## src/rtl/regfile_wb_arbiter_pkg.sv

```systemverilog
// regfile_wb_arbiter_pkg: default widths and shared types for the writeback arbiter.
package regfile_pkg;
  localparam int ADDR_WIDTH = 5;
  localparam int DATA_WIDTH = 32;
  localparam int NUM_REQ = 3;
  typedef logic [ADDR_WIDTH-1:0] reg_idx_t;
  typedef logic [DATA_WIDTH-1:0] reg_data_t;
  typedef logic [$clog2(NUM_REQ)-1:0] req_idx_t;
endpackage

```

## src/rtl/regfile_wb_arbiter_rr_arbiter.sv

```systemverilog
// rr_arbiter: combinational round-robin pick of the first valid requester at or after the pointer.
module rr_arbiter import regfile_pkg::*; #(
  parameter int N = NUM_REQ,
  parameter int IW = (N > 1) ? $clog2(N) : 1
) (
  input  logic [N-1:0]  i_valid,
  input  logic [IW-1:0] i_ptr,
  output logic [N-1:0]  o_grant,
  output logic [IW-1:0] o_idx
);
  // Scan from the farthest offset down so the nearest valid requester is written last.
  always_comb begin
    o_grant = '0;
    o_idx = '0;
    for (int k = N - 1; k >= 0; k--) begin
      if (i_valid[(int'(i_ptr) + k) % N]) begin
        o_grant = '0;
        o_grant[(int'(i_ptr) + k) % N] = 1'b1;
        o_idx = IW'((int'(i_ptr) + k) % N);
      end
    end
  end
endmodule

```

## src/rtl/regfile_wb_arbiter.sv

```systemverilog
// regfile_wb_arbiter: round-robin sharing of the register-file write port plus a busy scoreboard.
// Define WB_BYPASS_EN to add write-port forwarding outputs for the two source checks.
module regfile_wb_arbiter import regfile_pkg::*; #(
  parameter int ADDR_WIDTH = regfile_pkg::ADDR_WIDTH,
  parameter int DATA_WIDTH = regfile_pkg::DATA_WIDTH,
  parameter int NUM_REQ = regfile_pkg::NUM_REQ,
  localparam int IW = $clog2(NUM_REQ),
  localparam int NREG = 2 ** ADDR_WIDTH
) (
  input  logic                         clk,
  input  logic                         rst,
  input  logic [NUM_REQ-1:0]           req_valid,
  output logic [NUM_REQ-1:0]           req_ready,
  input  logic [NUM_REQ*ADDR_WIDTH-1:0] req_addr,
  input  logic [NUM_REQ*DATA_WIDTH-1:0] req_data,
  output logic                         rf_we,
  output logic [ADDR_WIDTH-1:0]        rf_waddr,
  output logic [DATA_WIDTH-1:0]        rf_wdata,
  input  logic                         rsv_valid,
  input  logic [ADDR_WIDTH-1:0]        rsv_addr,
  output logic                         rsv_ready,
  input  logic [ADDR_WIDTH-1:0]        chk_addr1,
  input  logic [ADDR_WIDTH-1:0]        chk_addr2,
  output logic                         chk_busy1,
  output logic                         chk_busy2
`ifdef WB_BYPASS_EN
  ,
  output logic                         fwd_valid1,
  output logic                         fwd_valid2,
  output logic [DATA_WIDTH-1:0]        fwd_data1,
  output logic [DATA_WIDTH-1:0]        fwd_data2
`endif
);
  logic [IW-1:0] r_ptr;
  logic r_we;
  logic [ADDR_WIDTH-1:0] r_waddr;
  logic [DATA_WIDTH-1:0] r_wdata;
  logic [NREG-1:0] r_busy;
  logic [NUM_REQ-1:0] w_grant;
  logic [IW-1:0] w_idx;
  logic w_hs;
  logic [ADDR_WIDTH-1:0] w_addr;
  logic [DATA_WIDTH-1:0] w_data;
  logic [NREG-1:0] w_clr, w_set;
  logic w_fwd1, w_fwd2;
  rr_arbiter #(.N(NUM_REQ), .IW(IW)) u_arb (
    .i_valid(req_valid),
    .i_ptr  (r_ptr),
    .o_grant(w_grant),
    .o_idx  (w_idx)
  );
  assign req_ready = w_grant;
  assign w_hs = |w_grant;
  assign w_addr = req_addr[int'(w_idx)*ADDR_WIDTH +: ADDR_WIDTH];
  assign w_data = req_data[int'(w_idx)*DATA_WIDTH +: DATA_WIDTH];
  // A register whose write is on the port this cycle may be re-reserved immediately.
  assign rsv_ready = (rsv_addr == '0) | ~r_busy[rsv_addr] | (r_we & (r_waddr == rsv_addr));
  assign w_clr = r_we ? (NREG'(1) << r_waddr) : '0;
  assign w_set = (rsv_valid & rsv_ready & (rsv_addr != '0)) ? (NREG'(1) << rsv_addr) : '0;
`ifdef WB_BYPASS_EN
  assign w_fwd1 = r_we & (r_waddr == chk_addr1) & (chk_addr1 != '0);
  assign w_fwd2 = r_we & (r_waddr == chk_addr2) & (chk_addr2 != '0);
  assign fwd_valid1 = w_fwd1;
  assign fwd_valid2 = w_fwd2;
  assign fwd_data1 = r_wdata;
  assign fwd_data2 = r_wdata;
`else
  assign w_fwd1 = 1'b0;
  assign w_fwd2 = 1'b0;
`endif
  assign chk_busy1 = r_busy[chk_addr1] & ~w_fwd1;
  assign chk_busy2 = r_busy[chk_addr2] & ~w_fwd2;
  assign rf_we = r_we;
  assign rf_waddr = r_waddr;
  assign rf_wdata = r_wdata;
  always_ff @(posedge clk or posedge rst) begin
    if (rst) begin
      r_ptr <= '0;
      r_we <= 1'b0;
      r_waddr <= '0;
      r_wdata <= '0;
      r_busy <= '0;
    end else begin
      r_we <= w_hs & (w_addr != '0);
      r_busy <= (r_busy & ~w_clr) | w_set;
      if (w_hs) begin
        r_ptr <= (int'(w_idx) == NUM_REQ - 1) ? '0 : w_idx + 1'b1;
        r_waddr <= w_addr;
        r_wdata <= w_data;
      end
    end
  end
`ifndef SYNTHESIS
  always @(posedge clk)
    if (!rst && r_we) assert (r_busy[r_waddr]) else $warning("writeback to unreserved register x%0d", r_waddr);
`endif
endmodule

```

## config.mk

```make
export PLATFORM = sky130hd
export DESIGN_NAME = regfile_wb_arbiter
export DESIGN_NICKNAME = d
export VERILOG_FILES = /design/src/rtl/regfile_wb_arbiter_pkg.sv /design/src/rtl/regfile_wb_arbiter_rr_arbiter.sv /design/src/rtl/regfile_wb_arbiter.sv
export SDC_FILE = /design/constraint.sdc
export NUM_CORES = 1
export LEC_CHECK = 0
export ABC_AREA = 1
export BUFFER_PORTS_ARGS = -buffer_cell sky130_fd_sc_hd__buf_2
export CORE_MARGIN = 10
export CORE_UTILIZATION = 37
export DETAILED_ROUTE_END_ITERATION = 10
export PLACE_DENSITY = 0.63
export SLEW_MARGIN = 20
export SYNTH_ARGS = -nofsm -noshare
export SYNTH_HDL_FRONTEND = slang
export SYNTH_SLANG_ARGS = --single-unit
```

## constraint.sdc

```tcl
create_clock -name clk -period 1.87 [get_ports clk]
set_input_delay 0.187 -clock clk [delete_from_list [all_inputs] [get_ports clk]]
set_output_delay 0.187 -clock clk [all_outputs]
set_load 0.02 [all_outputs]
```

# Yosys cells after proc, flatten, opt, wreduce, memory -nomap -nowiden
# Index checks and enable logic that the tools add are counted.
# word_totals
reg_bits,72
inputBits,132
# op_classes
order_cmp,9
n_bitwise,10
div_mod_pow,3
muxes,30
eq_ne,2
shift,4
n_addsub,3
n_reduce_logical,7
n_mul,1
# ops
operator,count
$ge 32x1->1 const B,3
$lt 32x4->1 const B,3
$shiftx 96x8->32,1
$mod 32x3->32 const B,2
$mux 32,2
$shl 1x5->32 const A,2
$and 32x32->32,1
$mod 3x3->32 const B,1
$not 32->32,1
$or 32x32->32,1
$lt 5x6->1 const B,3
$bmux 1 s5,3
$shiftx 15x6->5,1
$mux 1,12
$reduce_bool 5->1,2
$mux 3,3
$mux 2,4
$bmux 1 s2,3
$demux 1 s2,3
$eq 5x5->1,1
$logic_not 5->1,1
$mul 2x3->5 const B,1
$and 1x1->1,4
$add 2x1->3 const B,1
7 further kinds,10

# Logic depth before layout (Yosys ltp)
# depth
word_depth,12
ltp_mapped,18
mapped_depth_nobuf,17

# Hierarchy
# Synthesis repeated with hierarchy kept, for this count alone.
# hier_totals
hier_cells,764
area_unflattened_um2,5039.8
# by_module_without_submodules
module,cells_per_inst,area_per_inst_um2,seq_area_each_um2,n_inst
regfile_wb_arbiter,706,4738.3,1801.7,1
rr_arbiter,58,301.5,0.0,1

# Least setup slack after synthesis
# Ideal clock, no wire load.
# synth_timing
path_type,reg-to-reg
start,reg r_ptr[0]
end,reg r_wdata[17] (netlist: rf_wdata[17])
period_less_slack_ns,2.087
path_stages_with_launch,14
path_buffers,2
setup_ns,0.082
setup_slack_ns,-0.217
t_arrival_ns,2.005
cell_sequence,dfrtp_1 inv_1 ha_1 inv_2 nand2_1 nand3_2 nand2_2 o211ai_1 o21ai_2 nor2_2 nand2_2 buf_4 buf_6 a31oi_1
# synth_between
elab_chain_cells,10
elab_cells_between_ends,37
cone_classes,add/sub (2); div (3); order compare (6); shift (1); mux (21); reduce/logical (4)
# synth_lines
item,line,rtl
"start, declared",regfile_wb_arbiter.sv:34,logic [IW-1:0] r_ptr;
"start signal, assigned",regfile_wb_arbiter.sv:87,r_ptr <= (int'(w_idx) == NUM_REQ - 1) ? '0 : w_idx + 1'b1;
$add 2x2->3,"regfile_wb_arbiter_rr_arbiter.sv:16, regfile_wb_arbiter_rr_arbiter.sv:18",
$mod 32x3->32,"regfile_wb_arbiter_rr_arbiter.sv:16, regfile_wb_arbiter_rr_arbiter.sv:18",
$ge 32x1->1 (implied by the code) / $lt 32x4->1 (equally long branches),regfile_wb_arbiter_rr_arbiter.sv:18,o_grant[(int'(i_ptr) + k) % N] = 1'b1;
$logic_and 1x1->1 (implied by the code),regfile_wb_arbiter_rr_arbiter.sv:18,
$mux 1 (implied by the code),regfile_wb_arbiter_rr_arbiter.sv:18,
$demux 1 s2,n/a,
$mux 3 (2 in a row),regfile_wb_arbiter_rr_arbiter.sv:16,if (i_valid[(int'(i_ptr) + k) % N]) begin
$mux 3 (*),regfile_wb_arbiter_rr_arbiter.sv:16,
named net req_ready[2],regfile_wb_arbiter.sv:13,"output logic [NUM_REQ-1:0] req_ready,"
$reduce_or 3->1 (*),regfile_wb_arbiter.sv:53,assign w_hs = |w_grant;
"end signal, assigned",regfile_wb_arbiter.sv:89,r_wdata <= w_data;
"end, declared",regfile_wb_arbiter.sv:37,logic [DATA_WIDTH-1:0] r_wdata;
# The timed path passes the listed nets; every way through them passes the cells marked *. The select of a mux whose other input is x is not followed.
# A chain may end at the register's enable or synchronous reset.

# Worst setup path in the final report
# layout_timing
start,reg r_ptr[0]
end,out req_ready[2]
# layout_between
elab_chain_cells,9
elab_cells_between_ends,32
cone_classes,add/sub (2); div (3); order compare (6); mux (18); reduce/logical (3)
# layout_lines
item,line
$add 2x2->3,"regfile_wb_arbiter_rr_arbiter.sv:16, regfile_wb_arbiter_rr_arbiter.sv:18"
$mod 32x3->32,"regfile_wb_arbiter_rr_arbiter.sv:16, regfile_wb_arbiter_rr_arbiter.sv:18"
$ge 32x1->1 (implied by the code) / $lt 32x4->1 (equally long branches),regfile_wb_arbiter_rr_arbiter.sv:18
$logic_and 1x1->1 (implied by the code),regfile_wb_arbiter_rr_arbiter.sv:18
$mux 1 (implied by the code),regfile_wb_arbiter_rr_arbiter.sv:18
$demux 1 s2,n/a
$mux 3 (2 in a row),regfile_wb_arbiter_rr_arbiter.sv:16
$mux 3 (*),regfile_wb_arbiter_rr_arbiter.sv:16
"end, declared",regfile_wb_arbiter.sv:13
# Every way passes the cells marked *; elsewhere a longest branch is shown, timed or not. The select of a mux whose other input is x is not followed.

==> results.ini <==
[outcome]
status = finished with violations
violations = negative setup slack

[worst_hold_path]
hp-class = in -> reg
hp-start = req_data[91]
min_path_cells = 3
holdPathEnd = rf_wdata[27]

[floorplan]
initial_core_util = 0.3782
die_h_um = 136.6
io_pins = 176
rows = 42
dieArea_sq_um = 18650
coreArea_sq_um = 13300
die_x_um = 136.6

[timing]
max_freq_ghz = 0.4713
setup_violations = 43
hold_ws_ps = 103.0
finalClockSkew_ps = 6.456
hold_viol_final = 0
fin_setup_tns_ps = -8651
setup_ws_ps = -251.7
finalCritPeriodShare = 1.135
slew_violations = 0
rsz0062_at_grt = yes
slew_headroom = 0.2736
tightest_slew_ps = 1086
period_minus_slack_ps = 2122

[global_route]
grt_pass1_wl_um = 31190
antenna_found_initial = 1
grt-ovfl-total = 0
grt_max_degree = 49
grt_pass1_vias = 5989
track_usage = 0.2055

[place]
place.gp.congestion = 0.8981
post-place-ws_ps = -219.8
dp_cells = 1093
hpwl_um = 14680
port_buffers = 175
dpl_cell_area_sq_um = 6366

[route]
wl_per_cell_um = 17.59
dr.pass1.iters = 6
wl_um = 19840
viasPerCell = 5.425
route.detailed.drc = 0
antenna_left = 0
drt_iter0_markers = 469
vias = 6119

[layout]
fin_cells = 1128
area_delta_synth_final_pct = 42.60
n_antenna_cell = 0
drive_above_1_share = 0.3487
fillers = 1294
fin_nets = 1084
design_area_sq_um = 7171

[power]
power.density_nw_per_um2 = 2146
ir_drop_uv = 1569
leakage_nw = 3.497

[setup_path]
crit_top_cell = buf_4
r2r-end = rf_wdata[29]
max_stage_delay_ps = 390
cp.required_ps = 1680
crit_path_max_fanout = 7
crit_chain = buf_4 -> ha_4 -> inv_4 -> nand2_2 -> nand3_2 -> nand2_4 -> buf_4 -> o21ai_2 -> buf_4 -> buf_4
crit_arrival_ps = 1930
critPathCaptureType = primary output
crit_start = r_ptr[0]
worst-r2r-setup-slack_ps = -230
r2r-start = r_ptr[1]
cp-start-kind = flip-flop
cp_slowest_cell = dfrtp_1
ff2ff_path_depth = 12
path_class = reg -> out

[cts]
clkTransAtPathRegs_ps = 60
cts_tree = done
clock_path_buffers = 2
htreeDepth = 3
cts_sinks = 72
cts_buffers = 9
clock_latency_ps = 340
clockRootBuffer = clkbuf_16

[synth]
synth_xor_area_frac = 0
synth_edf_count = 0
synth-seq-area-share = 0.3583
synth_flop_cell = dfrtp_1
netlist_area_sq_um = 5029
yosys.area_share.simple = 0.2929
synth_compound_area_frac = 0.2284
ys_warn_count = 0
yosys.area_share.adder = 0.009953
synth-seq-cells = 72
syn_inst = 737
ys_types = 34
synth_fp_nets = 873
synth_top_family_by_area = simple AND/OR/NAND/NOR gates
muxShareOfSynthArea = 0.007962
async_flop_share = 1.000
avgSynthCellArea_sq_um = 6.823

[flow_run]
maxCapViolCount = 0

==> layout by cell type (no fill, tap or decap), types with 5 or more instances in the layout <==
| cell | synthesis | final |
|---|---|---|
| nor2_1 | 78 | 74 |
| a31oi_1 | 33 | 32 |
| nand3_2 | 3 | 6 |
| o21ai_1 | 16 | 30 |
| buf_4 | 3 | 55 |
| nand4_1 | 42 | 42 |
| inv_2 | 6 | 6 |
| nand3_1 | 30 | 25 |
| inv_1 | 69 | 65 |
| buf_6 | 2 | 6 |
| nor2_2 | 4 | 8 |
| a21oi_1 | 38 | 34 |
| o21ai_2 | 1 | 6 |
| buf_12 | 0 | 6 |
| a32oi_1 | 5 | 5 |
| nand2_1 | 159 | 143 |
| dfrtp_1 | 72 | 68 |
| o211ai_1 | 7 | 7 |
| nand2_4 | 2 | 6 |
| o21ai_0 | 81 | 62 |
| o22ai_1 | 7 | 6 |
| clkbuf_16 | 0 | 10 |
| buf_2 | 24 | 169 |
| nand2_2 | 8 | 21 |
| o221ai_1 | 8 | 6 |
==> worst max path at each step <==
| stage | end | slack, ps | depth (start not counted) |
|---|---|---|---|
| 2_1_floorplan | rf_wdata[17] | -120 | 13 |
| 3_3_place_gp | rf_we | -180 | 13 |
| 5_1_grt | rf_wdata[29] | -340 | 13 |
| 4_1_cts | req_ready[2] | -260 | 10 |
| 3_5_place_dp | rf_wdata[5] | -220 | 13 |
| 6_report | req_ready[2] | -250 | 10 |
==> cell families (layout without fill, tap and decap cells) <==
family          count (synthesis)  count (layout)
simple gates                  333             334
compound gates                202             202
buf+inv                       122             336
flops                          72              72
mux                             4               4
fa+ha+maj                       4               4
==> state kept, by name (all words and copies together) (netlist names) <==
register and count:
rf_we 1, rf_waddr 5, r_ptr 2, r_busy 32, rf_wdata 32
==> cell type report <==
cell class,count,area (sq um),area share
multi-input combinational,544,2924,0.4078
sequential,72,1807,0.2520
timing repair buffer,244,1622,0.2261
inverter,77,300.3,0.04188
clock buffer,11,242.7,0.03385
tap,176,220.2,0.03071
clock inverter,4,55.05,0.007678
==> synthesized netlist by cell type, types with 5 or more instances <==
library cell / instances / area share
nand3_1: 30 / 0.030
a32oi_1: 5 / 0.0087
buf_2: 24 / 0.024
nand2_2: 8 / 0.010
inv_1: 69 / 0.052
o21ai_1: 16 / 0.016
nand2_1: 159 / 0.12
o211ai_1: 7 / 0.010
clkbuf_1: 12 / 0.0090
a21oi_1: 38 / 0.038
o22ai_1: 7 / 0.0087
dfrtp_1: 72 / 0.36
nand4_1: 42 / 0.052
o221ai_1: 8 / 0.014
nor2_1: 78 / 0.058
a31oi_1: 33 / 0.041
inv_2: 6 / 0.0045
o21ai_0: 81 / 0.081
==> per-layer routing <==
layer	up-vias	GRT usage	wire length, um
met4	2	0.06213	354
met2	287	0.3350	9572
met5	-	0	13
li1	2956	-	-
met3	38	0.06305	1799
met1	2836	0.2546	8099
==> report_power, final <==
part           total (mW)  internal, mW  switching, mW
Sequential           3.21          2.45          0.761
Combinational        10.4          4.47           5.97
Clock                1.73          1.07          0.666
Total                15.4          7.99           7.40
==> worst max-delay path: cells and delay by family (launching register included) <==
| family | cells | cell delay [ps] |
|---|---|---|
| buf+inv | 5 | 640 |
| simple gates | 3 | 230 |
| compound gates | 1 | 160 |
| fa+ha+maj | 1 | 180 |
| flops | 1 | 390 |
==> through the flow <==
step	total power [mW]	utilization
2_1_floorplan	8.710	-
3_3_place_gp	11.40	0.4788
3_5_place_dp	11.50	0.4788
4_1_cts	14.62	0.5222
6_report	15.39	0.5393
5_1_grt	16.59	0.5393
==> what timing repair did <==
item,4_1_cts,5_1_grt
hold buffers,1,0
pin swaps,22,19
gates resized for setup,53,38
buffers inserted,3,10
cloned,4,2
endpoints found under the hold margin,9,0
endpoints found under the setup margin,45,46
(Power assumes the default switching activity.)
